[config.mk]
export PLATFORM = sky130hd
export DESIGN_NAME = mult_div_unit
export DESIGN_NICKNAME = d
export VERILOG_FILES = /design/src/rtl/mult_div_unit.sv
export SDC_FILE = /design/constraint.sdc
export NUM_CORES = 1
export LEC_CHECK = 0
export ABC_AREA = 1
export ABC_CLOCK_PERIOD_IN_PS = 4100
export CAP_MARGIN = 20
export CORE_MARGIN = 10
export CORE_UTILIZATION = 50
export CTS_CLUSTER_DIAMETER = 50
export DETAILED_ROUTE_END_ITERATION = 6
export HOLD_SLACK_MARGIN = 0.12
export PLACE_DENSITY = 0.7
export REMOVE_ABC_BUFFERS = 1
export SLEW_MARGIN = 20
export SYNTH_ARGS = -nofsm -noshare
export SYNTH_HDL_FRONTEND = slang
export SYNTH_SLANG_ARGS = --single-unit
export TNS_END_PERCENT = 100
[constraint.sdc]
create_clock -name clk -period 4.1 [get_ports clk]
set_input_delay 0.82 -clock clk [delete_from_list [all_inputs] [get_ports clk]]
set_output_delay 0.82 -clock clk [all_outputs]
set_load 0.01 [all_outputs]
[src/rtl/mult_div_unit.sv]
// Multi-cycle MULT/MULTU/DIV/DIVU unit holding the architectural HI/LO registers.
// One shift-add or restoring-divide step per cycle; busy stalls issue for WIDTH cycles.
module mult_div_unit #(
  parameter int WIDTH = 32
) (
  input  logic             clk,
  input  logic             rst_n,
  input  logic             start,
  input  logic [1:0]       op,
  input  logic [WIDTH-1:0] srca,
  input  logic [WIDTH-1:0] srcb,
  input  logic             we_hi,
  input  logic             we_lo,
  output logic             busy,
  output logic             done,
  output logic [WIDTH-1:0] hi,
  output logic [WIDTH-1:0] lo
);

  typedef enum logic {IDLE, RUN} state_t;

  localparam int CW = (WIDTH > 1) ? $clog2(WIDTH) : 1;
  localparam logic [CW-1:0] LAST = CW'(WIDTH - 1);

  state_t           state;
  logic [CW-1:0]    cnt;
  logic             is_div;
  logic             div0;
  logic             neg_q;
  logic             neg_r;
  logic [WIDTH-1:0] acc;
  logic [WIDTH-1:0] qr;
  logic [WIDTH-1:0] m;
  logic [WIDTH-1:0] a_raw;

  // operand conditioning for launch: signed ops iterate on magnitudes
  logic             sgn_op;
  logic             sa;
  logic             sb;
  logic [WIDTH-1:0] mag_a;
  logic [WIDTH-1:0] mag_b;

  always_comb begin
    sgn_op = ~op[0];
    sa     = sgn_op & srca[WIDTH-1];
    sb     = sgn_op & srcb[WIDTH-1];
    mag_a  = sa ? (~srca + 1'b1) : srca;
    mag_b  = sb ? (~srcb + 1'b1) : srcb;
  end

  // one iteration of the datapath
  logic [WIDTH:0]   mul_sum;
  logic [WIDTH:0]   div_shift;
  logic [WIDTH-1:0] div_sub;
  logic             div_ge;
  logic [WIDTH-1:0] acc_nxt;
  logic [WIDTH-1:0] qr_nxt;

  always_comb begin
    mul_sum   = {1'b0, acc} + {1'b0, (qr[0] ? m : {WIDTH{1'b0}})};
    div_shift = {acc, qr[WIDTH-1]};
    div_ge    = div_shift >= {1'b0, m};
    div_sub   = div_shift[WIDTH-1:0] - m;
    if (is_div) begin
      acc_nxt = div_ge ? div_sub : div_shift[WIDTH-1:0];
      qr_nxt  = {qr[WIDTH-2:0], div_ge};
    end else begin
      acc_nxt = mul_sum[WIDTH:1];
      qr_nxt  = {mul_sum[0], qr[WIDTH-1:1]};
    end
  end

  // final sign fix-up, evaluated on the values produced by the last iteration
  logic [2*WIDTH-1:0] prod_mag;
  logic [2*WIDTH-1:0] prod;
  logic [WIDTH-1:0]   quot;
  logic [WIDTH-1:0]   rem;
  logic [WIDTH-1:0]   res_hi;
  logic [WIDTH-1:0]   res_lo;

  always_comb begin
    prod_mag = {acc_nxt, qr_nxt};
    prod     = neg_q ? (~prod_mag + 1'b1) : prod_mag;
    quot     = neg_q ? (~qr_nxt + 1'b1) : qr_nxt;
    rem      = neg_r ? (~acc_nxt + 1'b1) : acc_nxt;
    if (div0) begin
      res_hi = a_raw;
      res_lo = {WIDTH{1'b1}};
    end else if (is_div) begin
      res_hi = rem;
      res_lo = quot;
    end else begin
      res_hi = prod[2*WIDTH-1:WIDTH];
      res_lo = prod[WIDTH-1:0];
    end
  end

  always_ff @(posedge clk or negedge rst_n) begin
    if (!rst_n) begin
      state  <= IDLE;
      cnt    <= '0;
      busy   <= 1'b0;
      done   <= 1'b0;
      hi     <= '0;
      lo     <= '0;
      is_div <= 1'b0;
      div0   <= 1'b0;
      neg_q  <= 1'b0;
      neg_r  <= 1'b0;
      acc    <= '0;
      qr     <= '0;
      m      <= '0;
      a_raw  <= '0;
    end else begin
      case (state)
        IDLE: begin
          if (start) begin
            // done from a just-finished op is held while the next one launches
            state  <= RUN;
            busy   <= 1'b1;
            cnt    <= '0;
            is_div <= op[1];
            div0   <= op[1] & (srcb == '0);
            neg_q  <= sa ^ sb;
            neg_r  <= sa;
            a_raw  <= srca;
            acc    <= '0;
            qr     <= op[1] ? mag_a : mag_b;
            m      <= op[1] ? mag_b : mag_a;
          end else begin
            done <= 1'b0;
            if (we_hi) hi <= srca;
            if (we_lo) lo <= srca;
          end
        end
        RUN: begin
          acc  <= acc_nxt;
          qr   <= qr_nxt;
          cnt  <= cnt + 1'b1;
          done <= 1'b0;
          if (cnt == LAST) begin
            state <= IDLE;
            busy  <= 1'b0;
            done  <= 1'b1;
            hi    <= res_hi;
            lo    <= res_lo;
          end
        end
        default: state <= IDLE;
      endcase
    end
  end

endmodule

Word-level counts from Yosys, hierarchy flattened. Index checks and enable logic that the tools add are counted.

Register bits after elaboration: 204. Bits of input ports: 71. Output and inout bits: 66. Logic and storage cells: 83.

Add/sub/neg operators: 8. $lt $le $gt $ge: 1. Eq/ne operators: 6. Muxes and demuxes: 38. Bitwise operators: 11. Reduce and logical (&&, ||, !) cells: 5.

Operators by type and width (number): $mux W32 (22); $pmux W32 S2 (4); $add A32 B1 Y32 const B (4); $not A32 Y32 (4); $add A64 B1 Y64 const B (1); $mux W64 (1); $not A64 Y64 (1); $add A32 B32 Y33 (1); $ge A33 B32 Y1 (1); $logic_not A32 Y1 (1); $sub A32 B32 Y32 (1); $pmux W5 S2 (1); $ne A2 B2 Y1 const B (4); $mux W1 (6); $pmux W1 S2 (3); $reduce_and A3 Y1 (2); $add A5 B1 Y5 const B (1); $eq A5 B5 Y1 const B (1); $mux W5 (1); $reduce_and A2 Y1 (2); $and A1 B1 Y1 (3); $ne A2 B1 Y1 const B (1); $not A1 Y1 (2); $xor A1 B1 Y1 (1).

Logic depth before layout (Yosys ltp). Gate-level depths: netlist of the first run.

Depth in word-level cells: 10. Gate-level depth with buffers: 32. Mapped depth without buffers: 32.

Worst setup path before layout of the first run. No wires, ideal clock.

Path kind: reg-to-reg. From: register acc[27]. To: register hi[6]. Library setup time: 73 ps. Arrival: 3364 ps. Required time: 4027 ps. Slack: 663 ps. Stages on the path, launching flop included: 27. Path through: dfrtp_1 -> ha_1 -> a21oi_1 -> nand2_1 -> a21oi_1 -> nand2_1 -> nor2_4 -> nand3_1 -> o21ai_2 -> ha_1 -> nand3_2 -> nor2_2 -> nand2_1 -> nor2_2 -> nand2_2 -> nor3_4 -> nand3_2 -> nor2_2 -> nand3_2 -> nand2_1 -> inv_2 -> a21oi_2 -> o21ai_1 -> xor2_1 -> nand2_1 -> nand2_1 -> a21oi_2.

Longest elaborated chain between the ends: 10. Elaborated cells between the ends (all ways): 14. Those cells by class: 2 x add/sub; 1 x order compare; 9 x mux; 2 x bitwise.

Ends and longest elaborated chain: start: declaration (line 31) `logic [WIDTH-1:0] acc;`; start signal: assignment (line 137) `acc <= acc_nxt;`; $ge A33 B32 Y1 (*) (line 62) `div_ge = div_shift >= {1'b0, m};`; $mux W32 (line 65) `acc_nxt = div_ge ? div_sub : div_shift[WIDTH-1:0];`; $mux W32 (line 64) `if (is_div) begin`; $not A64 Y64 or $not A32 Y32 (tied branches) (line 83, 85); $add A64 B1 Y64 or $add A32 B1 Y32 (tied branches) (line 83, 85); $mux W64 or $mux W32 (tied branches) (line 83, 85); $mux W32 (*) (line 89) `end else if (is_div) begin`; $mux W32 (*) (line 86) `if (div0) begin`; $mux W32 (*) (line 141) `if (cnt == LAST) begin`; $pmux W32 S2 (*) (line 115) `case (state)`; end signal: assignment (line 132) `if (we_hi) hi <= srca;`; end signal: assignment (line 145) `hi <= res_hi;`; end: declaration (line 16) `output logic [WIDTH-1:0] hi,`.

Mark *: on every way between the ends. The rest lies on a longest branch, timed or not. The select of a mux whose other input is x is not followed. A chain may end at the register's enable or synchronous reset.

Worst setup path after layout of the first run.
From: register m[0]. To: register hi[2].

Longest elaborated chain between the ends: 10. Elaborated cells between the ends (all ways): 17. Those cells by class: 4 x add/sub; 1 x order compare; 10 x mux; 2 x bitwise.

Ends and longest elaborated chain: start: declaration (line 33) `logic [WIDTH-1:0] m;`; start signal: assignment (line 129) `m <= op[1] ? mag_b : mag_a;`; $mux W32, or another cell as far along (line 60) `mul_sum = {1'b0, acc} + {1'b0, (qr[0] ? m : {WIDTH{1'b0}})};`; $add A32 B32 Y33 or $mux W32 (tied branches) (line 60, 65); $mux W32 (line 64); $not A64 Y64 or $not A32 Y32 (tied branches) (line 83, 85); $add A64 B1 Y64 or $add A32 B1 Y32 (tied branches) (line 83, 85); $mux W64 or $mux W32 (tied branches) (line 83, 85); $mux W32 (*) (line 89); $mux W32 (*) (line 86); $mux W32 (*) (line 141); $pmux W32 S2 (*) (line 115).

Marked as above.

==> flow_summary_export.csv, run 1 <==
group,metric,value,unit
timing,rsz0062_at_grt,"yes",
die,die_w,216.1,um
finish,syn_to_final_growth,31.49,%
synthesis,syn_avg_cell_area,6.201,um^2
synthesis,postSynth.asyncResetShare,1.000,
global_route,grt_max_degree,92,
drt,viasPerCell,6.036,
global_route,grt_overflow,0,
die,die_y,216.1,um
synthesis,yosys.cell_types.count,59,
drt,drcViolationCount,12,
cts,clock_sinks,204,
synthesis,synth_edf_count,0,
timing,slew_violations,0,
drt,ant_nets,0,
synthesis,synthTopCellsByArea,"dfrtp_1, nand2_1, inv_1",
cts,clk_latency,0.60,ns
placement,dp_hpwl,71850,um
worst_setup_path,startpoint,"m[0]$_DFFE_PN0P_",
timing,fmax,245.3,MHz
drt,drt_iter0_drc,3357,
synthesis,yosysTopAreaCell,"dfrtp_1",
finish,fill_cells,3353,
die,start_util,0.5083,
global_route,track_usage,0.3799,
drt,vias,24400,
timing,finalHoldViolCount,0,
finish,drive_above_1_share,0.1874,
global_route,antenna_found_initial,2,
status,status,"complete, but fails checks",
worst_setup_path,worst_setup_path_start_kind,"flop",
synthesis,synth_area,19240,um^2
worst_setup_path,cp-end-kind,"flop",
die,core_area,37840,um^2
cts,cts_inserted_buffers,30,
timing,fin_crit_sh,0.9944,
die,ios,137,
worst_hold_path,hold_class,"primary input to async pin",
placement,place_congestion,1.089,
global_route,grt_pass1_vias,23390,
placement,port_buffers,136,
synthesis,synth_common_cells,"nand2_1, inv_1, nor2_1, nand3_1, dfrtp_1",
die,die_area,46720,um^2
drt,first_pass_iters,7,
die,rows,71,
status,violations,"design-rule violations",
cts,cts_root_buffer,"clkbuf_16",
worst_setup_path,critPathKind,"flop to flop",
synthesis,yosys_warnings,0,
finish,num_antenna_cells,0,
job,maxCapViolCount,0,
cts,cts_tree,"done",
cts,clockBufferDepth,3,
finish,final_util,0.6684,
synthesis,yosysSeqAreaShare,0.2654,
synthesis,syn-instance-count,3102,
worst_setup_path,r2r_start,"m[0]$_DFFE_PN0P_",
synthesis,synth.most_common_cell,"nand2_1",
cts,htree_num_levels,1,
worst_setup_path,cp_data_arrival_time,4.54,ns
global_route,grt_pass1_wl,138000,um
worst_setup_path,path_max_fanout,3,
synthesis,synth-main-ff-cell,"dfrtp_1",
cts,clkTransAtPathRegs,0.06,ns
finish,nets,3653,
cts,hold_buffers,0,
timing,min_period,4.077,ns
timing,worstMarginPinSlew,0.8939,ns
timing,fin_skew,0.02531,ns
timing,setup_viol,0,
worst_setup_path,cp.required,4.56,ns
synthesis,synth_top_area_share,0.2654,
timing,max_slew_margin,0.4041,
drt,drt_wl_total,94100,um
synthesis,ys_ff_latch,204,
drt,wire_per_inst,23.27,um
==> registers in the layout, summed over array words and instances (netlist names) <==
name    flops
neg_r       1
done        1
lo         32
hi         32
busy        1
state       1
is_div      1
qr         32
cnt         5
neg_q       1
div0        1
m          32
a_raw      32
acc        32
==> stage by stage <==
step / worst slack, ns / area [um^2] / TNS [ns] / hold WS [ns] / instances
after CTS: -0.006524 / 24370 / -0.006524 / 0.2962 / 4029
after floorplan: -2.935 / 18710 / -252.30 / 0.4427 / 2988
after detailed placement: -0.4265 / 23360 / -2.903 / 0.4579 / 3975
after global placement: -0.4729 / 23360 / -2.076 / 0.4589 / 3975
after global routing: -0.1378 / 25290 / -1.591 / 0.2835 / 4043
final: 0.02310 / 25290 / 0 / 0.2529 / 4043
==> final cells by class <==
| class | instances | area, um^2 | area share |
|---|---|---|---|
| Multi-Input combinational cell | 2307 | 12690 | 0.5018 |
| Timing Repair Buffer | 490 | 4085 | 0.1615 |
| Clock inverter | 17 | 165.2 | 0.006529 |
| Tap cell | 511 | 639.4 | 0.02528 |
| Inverter | 477 | 1792 | 0.07083 |
| Clock buffer | 37 | 807.0 | 0.03191 |
| Sequential cell | 204 | 5112 | 0.2021 |
==> placed cells by master (no fill, tap or decap), types with 10 or more instances in the layout <==
cell type        instances
o21ai_2                 14
nand3_1                207
nand3_4                 10
o21ai_0                145
ha_1                    35
clkbuf_16               30
dfrtp_1                200
a31oi_1                 14
nand2_2                 51
o221ai_1                39
clkdlybuf4s50_1        135
inv_1                  430
nand3_2                 20
ha_4                    32
nor2_2                  26
nor2_1                 357
nand2_1                764
a211oi_1                11
xnor2_1                 23
nor3_1                  53
nor2_4                  15
o211ai_1                31
inv_2                   41
o21ai_1                 27
xor2_1                  66
o22ai_1                 21
nand4_1                 64
a21oi_1                166
buf_4                  348
==> what timing repair did <==
action                                 in CTS  in global routing
setup endpoints to repair                  24                 40
endpoints found under the hold margin       0                  0
pin swaps                                   0                 39
resized for setup                           8                185
buffers inserted                            0                 15
==> logic make-up (layout without fill, tap and decap cells) <==
group | after synthesis | in the layout | synth area share
compound gates | 524 | 524 | 0.1620
mux | 2 | 2 | 0.001041
xor+xnor | 90 | 90 | 0.04098
flops | 204 | 204 | 0.2654
fa+ha+maj | 72 | 72 | 0.04761
buf+inv | 591 | 1021 | 0.1202
simple gates | 1619 | 1619 | 0.3628
==> path summary, 6_finish.rpt <==
check | to | slack, ns | cells after the start
worst min register to register | done$_DFFE_PN0N_ | 0.47 | 2
worst max-delay path | hi[2]$_DFFE_PN0P_ | 0.02 | 27
max in group asynchronous | hi[23]$_DFFE_PN0P_ | 2.91 | 2
min in group clk | done$_DFFE_PN0N_ | 0.47 | 2
worst min-delay path | a_raw[6]$_DFFE_PN0P_ | 0.25 | 1
worst max register to register | hi[2]$_DFFE_PN0P_ | 0.02 | 27
==> per-layer routing <==
layer / routed length (um) / track usage / share of wire
met5: 13 / 0 / 0.00014
met4: 6689 / 0.2205 / 0.071
met3: 11930 / 0.1050 / 0.13
met2: 40690 / 0.5912 / 0.43
met1: 34770 / 0.4642 / 0.37
==> critical path, cell delays in order, from the launching register on <==
cell and delay, ns:
dfrtp_2 0.44, ha_1 0.31, inv_1 0.21, nand3_2 0.14, nand3_4 0.10, nand2_4 0.09
nand2_4 0.07, nand3_4 0.08, nand3_4 0.15, o21ai_4 0.14, ha_4 0.18, nand3_4 0.09
nor2_4 0.13, nand2_2 0.07, nor2_2 0.13, nand2_2 0.10, nor3_4 0.20, nand3_2 0.13
nor2_4 0.16, nand3_4 0.13, nand2_2 0.11, inv_2 0.06, a21oi_2 0.11, buf_4 0.14
xor2_2 0.15, nand2_1 0.07, o211ai_1 0.12, a31oi_1 0.11
Power of run 1 is left out: the tool's default activity adds up to more than one toggle a clock period on the data nets, which glitch-free logic cannot reach.
==> run 2: changes to the inputs <==
--- a/config.mk
+++ b/config.mk
@@ -14,6 +14,7 @@
 export DETAILED_ROUTE_END_ITERATION = 6
 export HOLD_SLACK_MARGIN = 0.12
 export PLACE_DENSITY = 0.7
+export RECOVER_POWER = 100
 export REMOVE_ABC_BUFFERS = 1
 export SLEW_MARGIN = 20
 export SYNTH_ARGS = -nofsm -noshare
==> flow_summary_export.csv, run 2 (synthesis gave the netlist of run 1 again) <==
group,metric,value,unit
status,status,"complete, but fails checks",
status,violations,"design-rule violations, max-capacitance violations, max-slew violations, negative setup slack",
timing,fin_skew,0.02222,ns
drt,drcViolationCount,9,
finish,fill_cells,3369,
timing,finalHoldViolCount,0,
die,ios,137,
drt,ant_nets,0,
timing,worstMarginPinSlew,2.555,ns
global_route,grt_pass1_wl,138000,um
drt,vias,24450,
timing,tns,-1.384,ns
worst_setup_path,crit_chain,"dlygate4sd3_1 > inv_1 > nor2_1 > clkinv_1 > nor2_1 > clkbuf_1 > nand2_1 > o221ai_1",
timing,min_period,4.291,ns
timing,setup_viol,15,
cts,htree_num_levels,1,
drt,viasPerCell,6.048,
cts,clock_sinks,204,
finish,final_cell_mix,"nand2_1, inv_1, nor2_1",
timing,worst_slack,-0.1906,ns
worst_setup_path,path_max_fanout,24,
worst_hold_path,hold_class,"flop to flop",
global_route,grt_max_degree,92,
drt,first_pass_iters,7,
finish,mostFrequentLayoutCell,"nand2_1",
worst_setup_path,cp_data_arrival_time,4.78,ns
placement,port_buffers,136,
global_route,track_usage,0.3799,
worst_setup_path,crit_slowest_cell,"clkbuf_1",
global_route,grt_pass1_vias,23390,
timing,fin_crit_sh,1.046,
drt,drt_iter0_drc,3436,
finish,nets,3653,
finish,num_antenna_cells,0,
placement,dp_hpwl,71850,um
timing,slew_violations,189,
cts,hold_buffers,0,
die,rows,71,
worst_setup_path,critPathBufInv,4,
worst_setup_path,cpMostUsedCell,"nor2_1",
global_route,grt_overflow,0,
timing,fmax,233.1,MHz
die,die_area,46720,um^2
drt,drt_wl_total,94220,um
finish,syn_to_final_growth,31.08,%
worst_setup_path,cp_slowest_stage_delay,1.09,ns
timing,rsz0062_at_grt,"yes",
cts,cts_tree,"done",
die,core_area,37840,um^2
cts,cts_inserted_buffers,30,
finish,drive_above_1_share,0.1854,
cts,clk_latency,0.60,ns
worst_setup_path,worst_setup_path_start_kind,"primary input",
cts,cts_root_buffer,"clkbuf_16",
placement,placed_area,23360,um^2
die,die_w,216.1,um
finish,stdcell_area,25220,um^2
worst_setup_path,crit_family,"buffers and inverters",
worst_setup_path,cp-end-kind,"flop",
drt,wire_per_inst,23.30,um
job,maxCapViolCount,4,
die,start_util,0.5083,
placement,place_congestion,1.089,
timing,max_slew_margin,-0.7036,
worst_setup_path,cp.required,4.59,ns
global_route,antenna_found_initial,2,
cts,clockBufferDepth,3,
worst_setup_path,critPathKind,"primary input to flop",
die,die_y,216.1,um
cts,clkTransAtPathRegs,0.06,ns
[run 2: cell count changes in the layout (fill, tap and decap cells not counted), sizes merged]
cell,before,now
dlygate4sd3,0,67
buf,355,346
clkbuf,37,46
clkdlybuf4s50,135,68
[run 2: metrics by stage]
step	cells	utilization	hold WS, ns	setup slack (ns)
after detailed placement	3975	0.6172	0.4579	-0.4265
after global routing	4043	0.6663	0.4882	-0.1378
after floorplan	2988	-	0.4427	-2.935
final	4043	0.6663	0.4647	-0.1906
after global placement	3975	0.6172	0.4589	-0.4729
after CTS	4029	0.6439	0.2962	-0.006524
[run 2: path summary, 6_finish.rpt]
| kind | startpoint | endpoint | slack [ns] | cells past startpoint |
|---|---|---|---|---|
| worst max-delay path | start | m[9]$_DFFE_PN0P_ | -0.19 | 8 |
| worst min-delay path | done$_DFFE_PN0N_ | done$_DFFE_PN0N_ | 0.46 | 2 |
| worst max register to register | m[0]$_DFFE_PN0P_ | hi[31]$_DFFE_PN0P_ | -0.01 | 26 |
| worst min register to register | done$_DFFE_PN0N_ | done$_DFFE_PN0N_ | 0.46 | 2 |
| max in group asynchronous | rst_n | m[0]$_DFFE_PN0P_ | 0.45 | 2 |
| min in group asynchronous | rst_n | qr[8]$_DFFE_PN0P_ | 0.98 | 1 |
[run 2: layer usage]
metal	routed length, um	vias to the layer above	track usage
li1	-	10900	-
met1	34810	11280	0.4642
met2	40730	1829	0.5912
met3	12040	446	0.1050
met4	6627	2	0.2205
met5	13	-	0
[run 2: area by class of cell]
type                    count  area, um^2  share of cell area
multi-input cells        2307       12670              0.5026
clock buffers              37       807.0             0.03201
inverters                 477        1792             0.07106
flip-flops and latches    204        5112              0.2027
repair buffers            490        4026              0.1597
well taps                 511       639.4             0.02536
clock inverters            17       165.2            0.006550
[run 2: worst reg2reg max path, delay by kind of cell (launching register included)]
family | cells | cell delay (ns)
AND/OR/NAND/NOR | 21 | 2.34
adder cells (fa/ha/maj) | 2 | 0.79
flip-flops | 1 | 0.44
buffers and inverters | 2 | 0.36
AO/OA/AOI/OAI | 1 | 0.06
[run 2: timing repair]
item / in CTS / in global routing
pin swaps: 0 / 39
endpoints found under the hold margin: 0 / 0
setup endpoints to repair: 24 / 40
setup buffers: 0 / 15
gates resized for setup: 8 / 185
Power of run 2 is left out for the same reason.
